## src/rtl/cw_pkg.sv

```systemverilog
// Shared chaffing-and-winnowing definitions: packet layout, packet struct and the MAC
// used by both the transmit and the winnow side.
package cw_pkg;

    localparam int MAC_MAXW    = 64;
    localparam int DEF_CTRSIZE = 16;
    localparam int DEF_TAGSIZE = 16;

    // Packet layout, LSB first: tag, counter, data bit.
    function automatic int pkt_tag_lsb();
        return 0;
    endfunction

    function automatic int pkt_ctr_lsb(input int tagsize);
        return tagsize;
    endfunction

    function automatic int pkt_data_pos(input int ctrsize, input int tagsize);
        return ctrsize + tagsize;
    endfunction

    typedef struct packed {
        logic                   data;
        logic [DEF_CTRSIZE-1:0] ctr;
        logic [DEF_TAGSIZE-1:0] tag;
    } cw_pkt_t;

    // mac = rotl1(ctr ^ key) ^ {w{b}}, evaluated in the low w bits of a wide word.
    function automatic logic [MAC_MAXW-1:0] mac(input logic [MAC_MAXW-1:0] ctr,
                                                input logic [MAC_MAXW-1:0] key,
                                                input logic                b,
                                                input int                  w);
        logic [MAC_MAXW-1:0] mask;
        logic [MAC_MAXW-1:0] x;
        logic [MAC_MAXW-1:0] r;
        mask = (w >= MAC_MAXW) ? '1 : ((MAC_MAXW'(1) << w) - MAC_MAXW'(1));
        x    = (ctr ^ key) & mask;
        r    = ((x << 1) | (x >> (w - 1))) & mask;
        return b ? (r ^ mask) : r;
    endfunction

endpackage

```

## src/rtl/cw_mac.sv

```systemverilog
// Combinational expected-tag generator for one packet.
module cw_mac
    import cw_pkg::*;
#(
    parameter int W = 16
) (
    input  logic [W-1:0] ctr,
    input  logic [W-1:0] key,
    input  logic         b,
    output logic [W-1:0] tag
);

    if (W > MAC_MAXW) begin : g_width_chk
        $error("cw_mac: W exceeds MAC_MAXW");
    end

    assign tag = W'(mac(MAC_MAXW'(ctr), MAC_MAXW'(key), b, W));

endmodule

```

## src/rtl/cw_winnow.sv

```systemverilog
// Winnower: authenticates wheat/chaff packet pairs and assembles the message bit per counter.
module cw_winnow
    import cw_pkg::*;
#(
    parameter int CWBITS  = 32,
    parameter int CTRSIZE = 16,
    parameter int TAGSIZE = 16
) (
    input  logic                       clk,
    input  logic                       rst,
    input  logic [TAGSIZE-1:0]         key,
    input  logic [CTRSIZE+TAGSIZE:0]   in_pkt,
    input  logic                       in_valid,
    output logic                       in_ready,
    output logic [CWBITS-1:0]          msg,
    output logic                       msg_valid,
    input  logic                       msg_ready,
    output logic                       err_auth,
    output logic                       err_seq
);

    localparam logic [0:0] COLLECT = 1'b0;
    localparam logic [0:0] DONE    = 1'b1;

    localparam int DPOS = pkt_data_pos(CTRSIZE, TAGSIZE);
    localparam int CLSB = pkt_ctr_lsb(TAGSIZE);
    localparam int TLSB = pkt_tag_lsb();

    if (TAGSIZE != CTRSIZE) begin : g_size_chk
        $error("cw_winnow: TAGSIZE must equal CTRSIZE");
    end

    logic [0:0]         state;
    logic [CTRSIZE-1:0] ctr_exp;
    logic               half;
    logic               first_auth;
    logic               first_bit;

    logic               pkt_bit;
    logic [CTRSIZE-1:0] pkt_ctr;
    logic [TAGSIZE-1:0] pkt_tag;
    logic [TAGSIZE-1:0] exp_tag;
    logic               xfer;
    logic               auth;
    logic               one_auth;
    logic               pair_bit;
    logic               last;

    assign pkt_bit = in_pkt[DPOS];
    assign pkt_ctr = in_pkt[CLSB +: CTRSIZE];
    assign pkt_tag = in_pkt[TLSB +: TAGSIZE];

    cw_mac #(.W(TAGSIZE)) u_mac (
        .ctr (pkt_ctr),
        .key (key),
        .b   (pkt_bit),
        .tag (exp_tag)
    );

    // in_ready drops combinationally during reset so nothing is accepted on a reset edge.
    assign in_ready  = (state == COLLECT) && !rst;
    assign msg_valid = (state == DONE);
    assign xfer      = in_valid && in_ready;
    assign auth      = (pkt_tag == exp_tag);
    assign one_auth  = first_auth ^ auth;
    assign pair_bit  = first_auth ? first_bit : pkt_bit;
    assign last      = (ctr_exp == CTRSIZE'(CWBITS - 1));

    always_ff @(posedge clk) begin
        if (rst) begin
            state      <= COLLECT;
            msg        <= '0;
            err_auth   <= 1'b0;
            err_seq    <= 1'b0;
            ctr_exp    <= '0;
            half       <= 1'b0;
            first_auth <= 1'b0;
            first_bit  <= 1'b0;
        end else begin
            case (state)
                COLLECT: begin
                    if (xfer) begin
                        if (pkt_ctr != ctr_exp) begin
                            err_seq <= 1'b1;
                        end else if (!half) begin
                            half       <= 1'b1;
                            first_auth <= auth;
                            first_bit  <= pkt_bit;
                        end else begin
                            half    <= 1'b0;
                            ctr_exp <= ctr_exp + CTRSIZE'(1);
                            for (int i = 0; i < CWBITS; i++) begin
                                if (ctr_exp == CTRSIZE'(i)) msg[i] <= one_auth & pair_bit;
                            end
                            if (!one_auth) err_auth <= 1'b1;
                            if (last) state <= DONE;
                        end
                    end
                end
                DONE: begin
                    if (msg_ready) begin
                        state    <= COLLECT;
                        msg      <= '0;
                        err_auth <= 1'b0;
                        err_seq  <= 1'b0;
                        ctr_exp  <= '0;
                        half     <= 1'b0;
                    end
                end
                default: state <= COLLECT;
            endcase
        end
    end

endmodule

```

## config.mk

```make
export PLATFORM = sky130hd
export DESIGN_NAME = cw_winnow
export DESIGN_NICKNAME = d
export VERILOG_FILES = /design/src/rtl/cw_pkg.sv /design/src/rtl/cw_mac.sv /design/src/rtl/cw_winnow.sv
export SDC_FILE = /design/constraint.sdc
export NUM_CORES = 1
export LEC_CHECK = 0
export ABC_CLOCK_PERIOD_IN_PS = 3300
export BUFFER_PORTS_ARGS = -buffer_cell sky130_fd_sc_hd__buf_2
export CORE_MARGIN = 3
export CORE_UTILIZATION = 39
export CTS_BUF_LIST = sky130_fd_sc_hd__clkbuf_4 sky130_fd_sc_hd__clkbuf_8
export CTS_CLUSTER_SIZE = 25
export DETAILED_ROUTE_END_ITERATION = 10
export PLACE_DENSITY = 0.69
export SLEW_MARGIN = 30
export SYNTH_ARGS = -nofsm -noshare
export SYNTH_HDL_FRONTEND = slang
export SYNTH_SLANG_ARGS = --single-unit
export TNS_END_PERCENT = 5
```

## constraint.sdc

```tcl
create_clock -name clk -period 3.3 [get_ports clk]
set_clock_uncertainty 0.15 [all_clocks]
set_input_delay 0.165 -clock clk [delete_from_list [all_inputs] [get_ports clk]]
set_output_delay 0.165 -clock clk [all_outputs]
set_load 0.01 [all_outputs]
```

After elaboration in Yosys (flattened, before gate mapping)
Index checks and enable logic that the tools add are counted.
{ "totals": {"register_bits": 54, "inputBits": 53, "out_inout_bits": 36, "elab_cells": 223} }
{ "op_classes": {"add_sub_neg": 1, "eq_ne": 71, "muxes": 63, "bitwise_logic": 8, "reduce_logical": 41} }
{ "op_table": {"columns": ["operator", "count"], "rows": [
  ["$eq A16 B5 Y1 const B", 16],
  ["$reduce_and A5 Y1", 33],
  ["$eq A16 B4 Y1 const B", 8],
  ["$mux W32", 4],
  ["$mux W16", 5],
  ["$eq A16 B3 Y1 const B", 4],
  ["$ne A2 B1 Y1 const B", 32],
  ["$pmux W32 S2", 1],
  ["$mux W1", 48],
  ["$eq A16 B2 Y1 const B", 2],
  ["$pmux W16 S2", 1],
  ["$add A16 B1 Y16 const B", 1],
  ["$eq A16 B1 Y1 const B", 1],
  ["$eq A16 B16 Y1", 1],
  ["$logic_not A16 Y1", 1],
  ["$ne A16 B16 Y1", 1],
  ["$not A16 Y16", 1],
  ["$or A16 B1 Y16", 1],
  ["$xor A16 B16 Y16", 1],
  ["$ne A2 B2 Y1 const B", 6],
  ["$pmux W1 S2", 4],
  ["$reduce_and A4 Y1", 2],
  ["$reduce_and A3 Y1", 2],
  ["$not A1 Y1", 3],
  ["4 further kinds", 5]
]} }

Longest topological paths before layout
{ "depth": {"depth_word": 12, "ltp_mapped": 10, "depth_no_buf": 7} }

Modules after synthesis
Synthesis repeated with hierarchy kept, for this count alone.
{ "unflattened": {"hier_cells": 393, "hier_area_um2": 3499.6} }
{ "modules_own_cells": {"columns": ["mod", "instances", "cells_each", "area_each_um2"], "rows": [
  ["cw_winnow", 1, 375, 3093.0],
  ["cw_mac", 1, 18, 406.6]
]} }

Worst setup path after synthesis
Ideal clock, no wire load.
{ "synth_path": {"path_kind": "in2reg", "startpoint": "input port in_pkt[21]", "endpoint": "register msg[13]", "setup_ps": 87, "arrival_time_ps": 2360, "required_time_ps": 3063, "path_slack_ps": 703, "cell_stages": 9, "path_buffers": 2, "cell_sequence": "clkbuf_2 > nor3b_1 > a2111o_1 > or3_1 > a211o_1 > nor4_4 > mux2_4 > buf_6 > o31ai_1"} }
{ "synth_between": {"elab_chain_len": 12, "elab_cells_between_ends": 15, "cone_classes": "eq/ne: 3; mux: 6; bitwise: 5; reduce/logical: 1"} }
{ "synth_rtl": {"columns": ["element", "line_no", "rtl"], "rows": [
  ["from (decl)", "cw_winnow.sv:12", "input logic [CTRSIZE+TAGSIZE:0] in_pkt,"],
  ["$xor A16 B16 Y16", "cw_pkg.sv:37", "x = (ctr ^ key) & mask;"],
  ["$or A16 B1 Y16", "cw_pkg.sv:38", "r = ((x << 1) | (x >> (w - 1))) & mask;"],
  ["$not A16 Y16 (no line)", null, null],
  ["$mux W16", "cw_pkg.sv:39", "return b ? (r ^ mask) : r;"],
  ["$eq A16 B16 Y1", "cw_winnow.sv:64", "assign auth = (pkt_tag == exp_tag);"],
  ["$xor A1 B1 Y1", "cw_winnow.sv:65", "assign one_auth = first_auth ^ auth;"],
  ["$and A1 B1 Y1", "cw_winnow.sv:93", "if (ctr_exp == CTRSIZE'(i)) msg[i] <= one_auth & pair_bit;"],
  ["$mux W1", "cw_winnow.sv:93", null],
  ["$mux W32", "cw_winnow.sv:85", "end else if (!half) begin"],
  ["$mux W32", "cw_winnow.sv:83", "if (pkt_ctr != ctr_exp) begin"],
  ["$mux W32", "cw_winnow.sv:82", "if (xfer) begin"],
  ["$pmux W32 S2", "cw_winnow.sv:80", "case (state)"],
  ["to (signal, indexed assignment)", "cw_winnow.sv:93", null],
  ["to (decl)", "cw_winnow.sv:15", "output logic [CWBITS-1:0] msg,"]
]} }
Parallel ways exist; a longest one is shown, timed or not. The select of a mux whose other input is x is not followed.
A chain may end at the register's enable or synchronous reset.

Worst setup path in the final report
{ "layout_path": {"startpoint": "register ctr_exp[2]", "endpoint": "register msg[22]"} }
{ "layout_between": {"elab_chain_len": 3, "elab_cells_between_ends": 5, "cone_classes": "eq/ne: 4; reduce/logical: 1"} }
{ "layout_rtl": {"columns": ["element", "line_no", "rtl"], "rows": [
  ["from (decl)", "cw_winnow.sv:34", "logic [CTRSIZE-1:0] ctr_exp;"],
  ["from (signal assigned)", "cw_winnow.sv:91", "ctr_exp <= ctr_exp + CTRSIZE'(1);"],
  ["$eq A16 B5 Y1 or $ne A16 B16 Y1 (tied branches)", "cw_winnow.sv:93, cw_winnow.sv:83", null],
  ["$ne A2 B1 Y1 (no line) or $ne A2 B2 Y1 (tied branches)", null, null],
  ["$reduce_and A5 Y1 (no line) *", null, null]
]} }
Every way passes the cells marked *; elsewhere a longest branch is shown, timed or not.

==> flow_summary.yaml <==
yosys:
  synth.distinct_cells: 51
  synth-edff-count: 0
  ys_top_cells_by_count: "dfxtp_1 (54), xnor2_1 (35), nand2_1 (28), o211ai_1 (28), o31ai_1 (28)"
  synthCells: 379
  synth.area.top_cells: "dfxtp_1 (33%), xnor2_1 (9.3%), o211ai_1 (6.4%)"
  yosysWarnings: 0
  synth.largest_area_cell: "dfxtp_1"
  postSynthAreaPerCell_sq_um: 8.66
  syn_nets: 436
  synth.most_common_cell: "dfxtp_1"
  synthFlopType: "dfxtp_1"
  synth_top_area_share_pct: 32.9
  async_flop_share_pct: 0
  ys_ff_latch: 54
  synth_seq_area_share_pct: 32.9
  synth_area_sq_um: 3280
setup_path:
  crit_chain: "xnor2_1, nand4_1, nor4_2, a41o_1, and3_1, nand2_1, o31ai_1"
  cp_num_cells: 7
  cp-startpoint: "ctr_exp[2]$_SDFFE_PP0P_"
  reg2regPathDepth: 7
  cp_top_family: "simple AND/OR/NAND/NOR gates"
  critPathMaxStageDelay_ps: 650
  reg2reg_slack_ps: 500
  reg2reg_to: "msg[22]$_SDFFE_PP0P_"
  path_max_fanout: 14
  r2r-start: "ctr_exp[2]$_SDFFE_PP0P_"
  slowest_stage: "dfxtp_1"
  cp-start-kind: "register"
  path_buf_inv: 0
  critPathKind: "register to register"
  required_ps: 3380
  worst_ep_arrival_time_ps: 2870
  end_kind: "register"
cells_and_area:
  nFillCells: 770
  diodes: 0
  drive_above_1_share_pct: 24.1
  finalNetCount: 513
  final_core_util_pct: 49.1
  areaGrowthSynthToFinish_pct: 18.7
cts:
  post_cts_resized: 0
  clk_pin_slew_ps: 100
  cts-htree-levels: 2
  cts_tree: "done"
  root_buffer: "clkbuf_8"
  clk_latency_ps: 310
  clkSinkCount: 54
  cts_setup_buffers: 0
  ctsHoldBuffers: 3
  clockBufferDepth: 2
  cts_buffers: 5
drt:
  first_pass_iters: 4
  antenna_left: 0
  totalWireLength_mm: 8.47
  vias: 3078
  post_drt_wl_per_cell_um: 15.2
  drc: 0
  via_per_inst: 5.51
  first_iter_violations: 130
timing:
  setup_viol: 0
  rsz0062_at_grt: "no"
  maxSlewHeadroom_pct: 61.0
  worstMarginPinSlew_ps: 579
  fin_crit_ps: 2800
  maxSlewViolCount: 0
  fin_crit_sh_pct: 84.7
  fmax_ghz: 0.358
  final_hold_viol_count: 0
  timing.setup.tns_ps: 0
global_route:
  grtUsageTotal_pct: 17.4
  globalRouteOverflowTotal: 0
  antenna_found_initial: 0
  grt_max_degree: 35
  grt_pass1_vias: 2901
  grt_first_pass_wirelength_mm: 14.2
placed_design:
  port_buffers: 88
  gp_congestion: 0.891
  dp_hpwl_mm: 6.43
floorplan:
  die_area_sq_um: 9550
  start_util_pct: 41.4
  core_sq_um: 7930
  pin_count: 89
  die_w_um: 97.7
  rows: 32
  dieHeight_um: 97.7
hold_path:
  min_path_cells: 3
  hold_start: "in_pkt[32]"
  hp-class: "input pin to register"
  min_to: "first_bit$_SDFFE_PP0P_"
pwr:
  p_per_area_nw_per_um2: 316
  power.total_mw: 1.23
  leakagePower_nw: 1.55
  peakVddDrop_uv: 172
run_status:
  status: "complete, no violations"
run:
  maxCapViolCount: 0
==> sequential cells by signal, indices dropped and copies added, names as in the netlist <==
signal,flops
first_auth,1
msg,32
half,1
ctr_exp,16
first_bit,1
err_auth,1
msg_valid,1
err_seq,1
==> worst min-delay path: cells and delay by family <==
kind	cells	cell delay, ps
buffers and inverters	1	180
multiplexers	1	150
AND/OR/NAND/NOR	1	50
==> through the flow <==
step	instances	worst slack (ps)	hold slack, ps	cell area, sq um
after floorplan	379	703	155	3280
after global placement	548	511	306	3760
after detailed placement	548	417	313	3760
after CTS	559	476	112	3890
after global routing	559	165	181	3890
final	559	503	129	3890
==> how the worst max path moves through the flow <==
stage	endpoint	slack, ps
6_report	msg[22]$_SDFFE_PP0P_	500
5_1_grt	msg[5]$_SDFFE_PP0P_	160
3_3_place_gp	msg[22]$_SDFFE_PP0P_	510
3_5_place_dp	msg[5]$_SDFFE_PP0P_	420
4_1_cts	msg[22]$_SDFFE_PP0P_	480
2_1_floorplan	msg[13]$_SDFFE_PP0P_	700
==> area by class of cell <==
class | instances | area [sq um] | share of cell area (%)
clock buffers | 6 | 82.6 | 2.12
clock inverters | 2 | 17.5 | 0.450
inverters | 10 | 37.5 | 0.964
multi-input cells | 290 | 2050 | 52.6
flip-flops and latches | 54 | 1080 | 27.8
well taps | 102 | 128 | 3.28
repair buffers | 95 | 500 | 12.8
==> logic make-up after synthesis <==
family | share of synthesized area [%]
compound gates | 21.1
flops | 32.9
fa+ha+maj | 1.53
simple gates | 21.5
mux | 2.67
xor+xnor | 15.5
buf+inv | 4.73
==> layer usage <==
layer / up-vias / part of all wire (%) / global-route usage, %
li1: 1561 / - / -
met1: 1416 / 47 / 24.4
met2: 97 / 46 / 28.3
met3: 4 / 6.1 / 4.14
met4: 0 / 0.37 / 2.13
met5: - / 0 / 0
==> placed cells by master (no fill, tap or decap), drive strengths merged, types with 4 or more instances in the layout <==
master / count
o31ai: 28
nor3b: 4
nand2: 28
a21oi: 9
o22ai: 5
ha: 4
nor2: 24
nand4b: 6
inv: 10
nand4: 17
buf: 92
dfxtp: 54
clkbuf: 6
o21ai: 8
mux2i: 5
nor4: 9
nor3: 6
o211ai: 28
xnor2: 35
xor2: 18
and3: 6
nand3: 7
==> report_power, final <==
| part | leakage, nW | internal (mW) | total (mW) | switching [mW] |
|---|---|---|---|---|
| Sequential | 0.435 | 0.652 | 0.653 | 0.000907 |
| Clock | 0.0514 | 0.173 | 0.404 | 0.231 |
| Combinational | 1.06 | 0.0823 | 0.174 | 0.0919 |
| Total | 1.55 | 0.908 | 1.23 | 0.324 |
(Power assumes the default switching activity.)
